**src/rtl/branch_predictor.sv**
```systemverilog
// Bimodal branch predictor: 2-bit counter BHT plus an in-order queue of
// in-flight predictions that resolve, train the BHT and raise redirects.
module branch_predictor #(
    parameter int BHT_ENTRIES = 64,
    parameter int INFLIGHT    = 4,
    localparam int TAGW       = $clog2(INFLIGHT),
    localparam int IDXW       = $clog2(BHT_ENTRIES)
) (
    input  logic            clk_in,
    input  logic            rst_n_in,
    input  logic            pred_valid_in,
    input  logic [31:0]     pred_pc_in,
    input  logic [31:0]     pred_target_in,
    output logic            pred_ready_out,
    output logic            pred_rsp_valid_out,
    output logic            pred_taken_out,
    output logic [TAGW-1:0] pred_tag_out,
    input  logic            resolve_valid_in,
    input  logic [TAGW-1:0] resolve_tag_in,
    input  logic            resolve_taken_in,
    output logic            mispredict_out,
    output logic [31:0]     redirect_pc_out,
    output logic            protocol_err_out
);

    localparam logic [TAGW:0] FULL = INFLIGHT[TAGW:0];

    logic [1:0]      bht [BHT_ENTRIES];
    logic [31:0]     q_pc [INFLIGHT];
    logic [31:0]     q_tgt [INFLIGHT];
    logic            q_pred [INFLIGHT];
    logic [TAGW-1:0] head;
    logic [TAGW-1:0] tail;
    logic [TAGW:0]   count;

    logic            legal;
    logic            mis;
    logic            accept;
    logic [1:0]      ctr_rd;
    logic [IDXW-1:0] res_idx;
    logic [1:0]      ctr_old;
    logic [1:0]      ctr_new;

    assign pred_ready_out = count < FULL;
    assign legal   = resolve_valid_in && (count != '0) && (resolve_tag_in == head);
    assign mis     = legal && (resolve_taken_in != q_pred[head]);
    assign accept  = pred_valid_in && pred_ready_out && !mis;
    assign ctr_rd  = bht[pred_pc_in[IDXW+1:2]];
    assign res_idx = q_pc[head][IDXW+1:2];
    assign ctr_old = bht[res_idx];

    always_comb begin
        ctr_new = ctr_old;
        if (resolve_taken_in && ctr_old != 2'b11)
            ctr_new = ctr_old + 2'b01;
        else if (!resolve_taken_in && ctr_old != 2'b00)
            ctr_new = ctr_old - 2'b01;
    end

    // Payload storage needs no reset: count/head gate every read.
    always_ff @(posedge clk_in) begin
        if (accept) begin
            q_pc[tail]   <= pred_pc_in;
            q_tgt[tail]  <= pred_target_in;
            q_pred[tail] <= ctr_rd[1];
        end
    end

    always_ff @(posedge clk_in or negedge rst_n_in) begin
        if (!rst_n_in) begin
            for (int i = 0; i < BHT_ENTRIES; i++)
                bht[i] <= 2'b01;
            head               <= '0;
            tail               <= '0;
            count              <= '0;
            pred_rsp_valid_out <= 1'b0;
            pred_taken_out     <= 1'b0;
            pred_tag_out       <= '0;
            mispredict_out     <= 1'b0;
            redirect_pc_out    <= '0;
            protocol_err_out   <= 1'b0;
        end else begin
            pred_rsp_valid_out <= accept;
            mispredict_out     <= mis;
            if (accept) begin
                pred_taken_out <= ctr_rd[1];
                pred_tag_out   <= tail;
            end
            if (legal)
                bht[res_idx] <= ctr_new;
            if (resolve_valid_in && !legal)
                protocol_err_out <= 1'b1;
            if (mis) begin
                redirect_pc_out <= resolve_taken_in ? q_tgt[head]
                                                    : q_pc[head] + 32'd4;
                head  <= '0;
                tail  <= '0;
                count <= '0;
            end else begin
                if (accept)
                    tail <= tail + 1'b1;
                if (legal)
                    head <= head + 1'b1;
                unique case ({accept, legal})
                    2'b10:   count <= count + 1'b1;
                    2'b01:   count <= count - 1'b1;
                    default: count <= count;
                endcase
            end
        end
    end

endmodule

```
**config.mk**
```make
export PLATFORM = sky130hd
export DESIGN_NAME = branch_predictor
export DESIGN_NICKNAME = d
export VERILOG_FILES = /design/src/rtl/branch_predictor.sv
export SDC_FILE = /design/constraint.sdc
export NUM_CORES = 1
export LEC_CHECK = 0
export CORE_MARGIN = 2
export CORE_UTILIZATION = 30
export CTS_BUF_LIST = sky130_fd_sc_hd__clkbuf_16
export CTS_CLUSTER_SIZE = 8
export DETAILED_ROUTE_END_ITERATION = 16
export GPL_TIMING_DRIVEN = 0
export PLACE_DENSITY = 0.57
export SYNTH_ARGS = -nofsm -noshare
export SYNTH_HDL_FRONTEND = slang
export SYNTH_SLANG_ARGS = --single-unit
```
**constraint.sdc**
```tcl
create_clock -name clk_in -period 7.6 [get_ports clk_in]
set_clock_uncertainty 0.1 [all_clocks]
set_input_delay 2.28 -clock clk_in [delete_from_list [all_inputs] [get_ports clk_in]]
set_output_delay 2.28 -clock clk_in [all_outputs]
set_load 0.03 [all_outputs]
```
-- After elaboration in Yosys (flattened, before gate mapping)
Memory sizes are Yosys's and may differ from the RTL's.
Cells that the tools add are included.
- bits in registers: 173
- RAM bits: 260
- bits of input ports: 71
- output and inout port bits: 39
- memories kept: 3
- memories (memory ; words ; width ; read ports ; clocked after memory_dff ; wr ports ; line ; text):
    q_pc ; 4 ; 32 ; 1 ; 0 ; 1 ; 29 ; logic [31:0] q_pc [INFLIGHT];
    q_tgt ; 4 ; 32 ; 1 ; 0 ; 1 ; 30 ; logic [31:0] q_tgt [INFLIGHT];
    q_pred ; 4 ; 1 ; 1 ; 0 ; 1 ; 31 ; logic q_pred [INFLIGHT];
- add/sub/neg operators: 7
- magnitude comparators: 4
- eq/ne operators: 5
- mux-type cells: 20
- bitwise logic cells: 2
- reduce and logical (&&, ||, !) cells: 17
- operators with widths (kind ; count):
    128-bit bitwise mux ; 1
    32-bit by 3-bit adder with 32-bit output (second input constant) ; 1
    32-bit two-way mux ; 1
    2-bit binary-select mux with 6-bit select ; 2
    2-bit two-way mux ; 11
    7-bit >= comparator (second input constant) ; 2
    6-bit NOT with 7-bit output ; 2
    2-bit demux with 6-bit select ; 1
    1-bit logical AND ; 9
    7-bit by 1-bit < comparator with 1-bit output (second input constant) ; 1
    2-bit by 1-bit adder with 2-bit output (second input constant) ; 3
    3-bit case mux with 2 select lines ; 1
    2-bit nonzero test ; 3
    3-bit nonzero test ; 2
    3-bit by 1-bit adder with 3-bit output (second input constant) ; 1
    1-bit zero test ; 3
    3-bit < comparator (second input constant) ; 1
    3-bit two-way mux ; 1
    3-bit by 1-bit subtractor with 3-bit output (second input constant) ; 1
    2-bit by 1-bit == test with 1-bit output (second input constant) ; 1
    2-bit == test ; 1
    2-bit == test (second input constant) ; 1
    1-bit two-way mux ; 2
    2-bit != test (second input constant) ; 1
    other kinds (2) ; 2

-- Logic depth before layout (Yosys ltp)
An unclocked memory read counts as a cell.
- word-level depth: 10
- gate-level depth with buffers: 20
- mapped depth without buffers: 15

-- Least setup slack after synthesis
Ideal clock, no wire load.
- path type: input to register
- start point: in resolve_tag_in[0]
- end point: mem q_pc[3][0] (enable)
- setup time: 430 ps
- arrival: 4868 ps
- slack: 2201 ps
- stages: 7
- path buffers: 2
- cells stage by stage: xnor2_1 -> nand3_1 -> nor2_1 -> nand2_1 -> clkbuf_1 -> buf_1 -> and3_1
- word-level cells in the longest chain between the ends: 7
- ends and longest elaborated chain (element ; line ; text):
    start, declared ; 19 ; input logic [TAGW-1:0] resolve_tag_in,
    2-bit == test ; 45 ; assign legal = resolve_valid_in && (count != '0) && (resolve_tag_in == head);
    1-bit logical AND ; 45 ;
    1-bit logical AND ; 46 ; assign mis = legal && (resolve_taken_in != q_pred[head]);
    1-bit zero test ; 47 ; assign accept = pred_valid_in && pred_ready_out && !mis;
    1-bit logical AND ; 47 ;
    1-bit two-way mux ; 62 ; if (accept) begin
    1-bit two-way mux (implied by the code) ; 63 ; q_pc[tail] <= pred_pc_in;
    end, declared ; 29 ;
No other way between the ends.

-- Worst setup path after layout
- start point: in pred_pc_in[2]
- end point: reg pred_taken_out
- word-level cells in the longest chain between the ends: 4
- ends and longest elaborated chain (element ; line ; text):
    start, declared ; 12 ; input logic [31:0] pred_pc_in,
    6-bit NOT with 7-bit output (implied by the code) ; 48 ; assign ctr_rd = bht[pred_pc_in[IDXW+1:2]];
    2-bit binary-select mux with 6-bit select ; 48 ;
    2-bit two-way mux (implied by the code) (2 in series) ; 48 ;
    via ctr_rd[1] ; 39 ; logic [1:0] ctr_rd;
    end signal, assigned ; 86 ; pred_taken_out <= ctr_rd[1];
    end, declared ; 16 ; output logic pred_taken_out,
The timed path passes the listed nets, and every way through them passes these cells. The select of a mux whose other input is x is not followed.
A chain may end at the register's enable or synchronous reset.

==> out/metrics.yaml <==
clock_network:
  clk_pin_slew_ps: 50
  cts.sinks: 433
  ctsHoldBuffers: 0
  clk_latency_ps: 630
  postCtsSetupBuffers: 0
  cts_tree: "done"
  clk_root_buffer_cell: "clkbuf_16"
  cts_buffers: 60
  clock_path_buffers: 3
  cts_resized: 0
  ctsHtreeMaxLevel: 2
finish:
  fin_nets: 1666
  area_growth_pct: 21.4
  fin_area_um2: 23000
  antenna_cells: 0
  final_common_cell: "edfxtp_1"
  layout_common_cells: "260 x edfxtp_1, 171 x nand2_1, 168 x nor2_1, 109 x dfrtp_1, 108 x clkdlybuf4s50_1"
  layout-drive-gt1-share_pct: 17.4
  finalCoreUtilization_pct: 36.7
  final_cells: 2481
drt:
  dr.pass1.iters: 5
  drt_iter0_drc: 1003
  wire_per_inst_um: 21.2
  drc: 0
  routed_via_density: 4.97
  wl_mm: 52.6
  drtAntennaViolNets: 0
  vias: 12330
sta:
  setup_viol: 0
  slew_violations: 0
  period_needed_ps: 5800
  finalCritPeriodShare_pct: 76.3
  rsz0062_at_grt: "no"
  tightestPinTransition_ps: 985
  hold_viol: 0
  relSlewSlack_pct: 33.8
  max_freq_mhz: 173
synth:
  syn-cell-area_um2: 19000
  yosysUniqueCellTypes: 54
  synth_largest_area_cell: "edfxtp_1"
  synth.area.top_cells: "edfxtp_1 41%, dfrtp_1 14%, mux4_2 11%"
  synth_nets: 1489
  ys_async_sr_fraction_pct: 40.0
  seq_area_frac_synth_pct: 64.4
  yosys_most_used_dff: "edfxtp_1"
  synth.top_cell.area_share_pct: 41.1
  avgSynthCellArea_um2: 13.5
  ys_ff_latch: 433
  synth_cells: 1410
  synth_edf_count: 260
  yosysWarnings: 0
setup_path:
  end_kind: "flip-flop"
  criticalPathCategory: "input port to flip-flop"
  cp_max_fo: 10
  cp_num_buf_inv: 3
  slowest_stage: "buf_1"
  crit_top_cell: "mux4_2"
  cp.arrival_ps: 6210
  required_ps: 8010
  worst_path_dominant_cell_family: "multiplexers"
  cp-start-kind: "input port"
  cpPeakStageDelay_ps: 810
  cp_cell_sequence: "clkdlybuf4s50_1 > clkbuf_1 > buf_1 > mux4_2 > mux4_2 > mux4_2 > mux2_2"
floorplan:
  io_pins: 110
  rows: 92
  die_area_um2: 65300
  initial_core_util_pct: 30.2
  die_y_um: 256
  coreArea_um2: 62900
  die_w_um: 256
placement:
  portBuffers: 109
  dp.final_hpwl_mm: 35.8
  post-place-cells: 2370
  gp_congestion: 0.867
  place_area_um2: 21300
power:
  power.leakage_uw: 0.00824
  ir_drop_mv: 0.218
  p_per_area_nw_per_um2: 422
  power.total_uw: 9720
global_routing:
  grt_pass1_vias: 12711
  grt_usage_pct: 16.0
  grt_max_degree: 113
  grt_pass1_wl_mm: 79.3
  antenna_found_initial: 5
  grt-ovfl-total: 0
worst_hold_path:
  worstHoldPathType: "flip-flop to flip-flop"
outcome:
  status: "completed"
run:
  drv_cap: 0
## power breakdown
part	total, uW	switching (uW)	internal, uW
clock network	2410	997	1410
logic	3880	2490	1390
registers	3430	304	3120
## path summary, 6_finish.rpt
kind / from / to / slack (ps) / cells past startpoint
worst max register to register: head[0]$_DFFE_PN0P_ / bht[70]$_DFFE_PN1P_ / 2520 / 20
worst min register to register: protocol_err_out$_DFFE_PN0P_ / protocol_err_out$_DFFE_PN0P_ / 360 / 1
min in group asynchronous: rst_n_in / bht[113]$_DFFE_PN0P_ / 1490 / 1
max in group asynchronous: rst_n_in / redirect_pc_out[9]$_DFFE_PN0P_ / 4930 / 2
worst max-delay path: pred_pc_in[2] / pred_taken_out$_DFFE_PN0P_ / 1800 / 7
worst min-delay path: protocol_err_out$_DFFE_PN0P_ / protocol_err_out$_DFFE_PN0P_ / 360 / 1
## sequential cells by signal, indices dropped and copies added, names as in the netlist
name,flops
mispredict_out,1
protocol_err_out,1
pred_taken_out,1
tail,2
pred_rsp_valid_out,1
bht,128
redirect_pc_out,32
pred_tag_out,2
count,3
q_pred,4
q_tgt,128
head,2
q_pc,128
## cells by family (layout without fill, tap and decap cells)
group | count (synthesis) | after routing | share of synthesized area [%]
AOI/OAI and AO/OA | 268 | 268 | 8.00
xor gates and xnor gates | 29 | 29 | 1.34
adders and majority gates | 8 | 8 | 0.567
buffers and inverters | 100 | 325 | 2.36
DFF | 433 | 433 | 64.4
muxes | 151 | 151 | 14.0
and+or+nand+nor | 421 | 421 | 9.37
## per-stage QoR
step	setup TNS, ps	hold slack, ps	setup WS, ps
floorplan	0	357	2200
global placement	-432760	345	-3260
detailed placement	0	352	1090
CTS	0	363	1760
global route	0	384	1570
finish	0	362	1800
## layer usage
metal / routed length, um / GRT usage [%]
met5: 58 / 0
met4: 1030 / 4.71
met3: 3910 / 3.93
met2: 26000 / 26.9
met1: 21600 / 20.4
## cell type report
class / count / area, um^2
clock inverter: 50 / 245
buffer: 83 / 384
timing repair buffer: 115 / 1240
sequential: 433 / 12200
multi-input combinational: 877 / 6330
clock buffer: 60 / 1500
fill: 6066 / 39800
inverter: 17 / 63.8
tap: 846 / 1060
## cell usage after synthesis (15+ instances only)
master / number
mux2i_1: 45
nor2_1: 168
nand2_1: 171
mux4_2: 90
xor2_1: 15
edfxtp_1: 260
clkbuf_1: 41
dfstp_2: 64
nand3_1: 18
a21oi_1: 91
buf_2: 22
dfrtp_1: 109
mux2_2: 16
o21ai_0: 106
(Power assumes the default switching activity.)
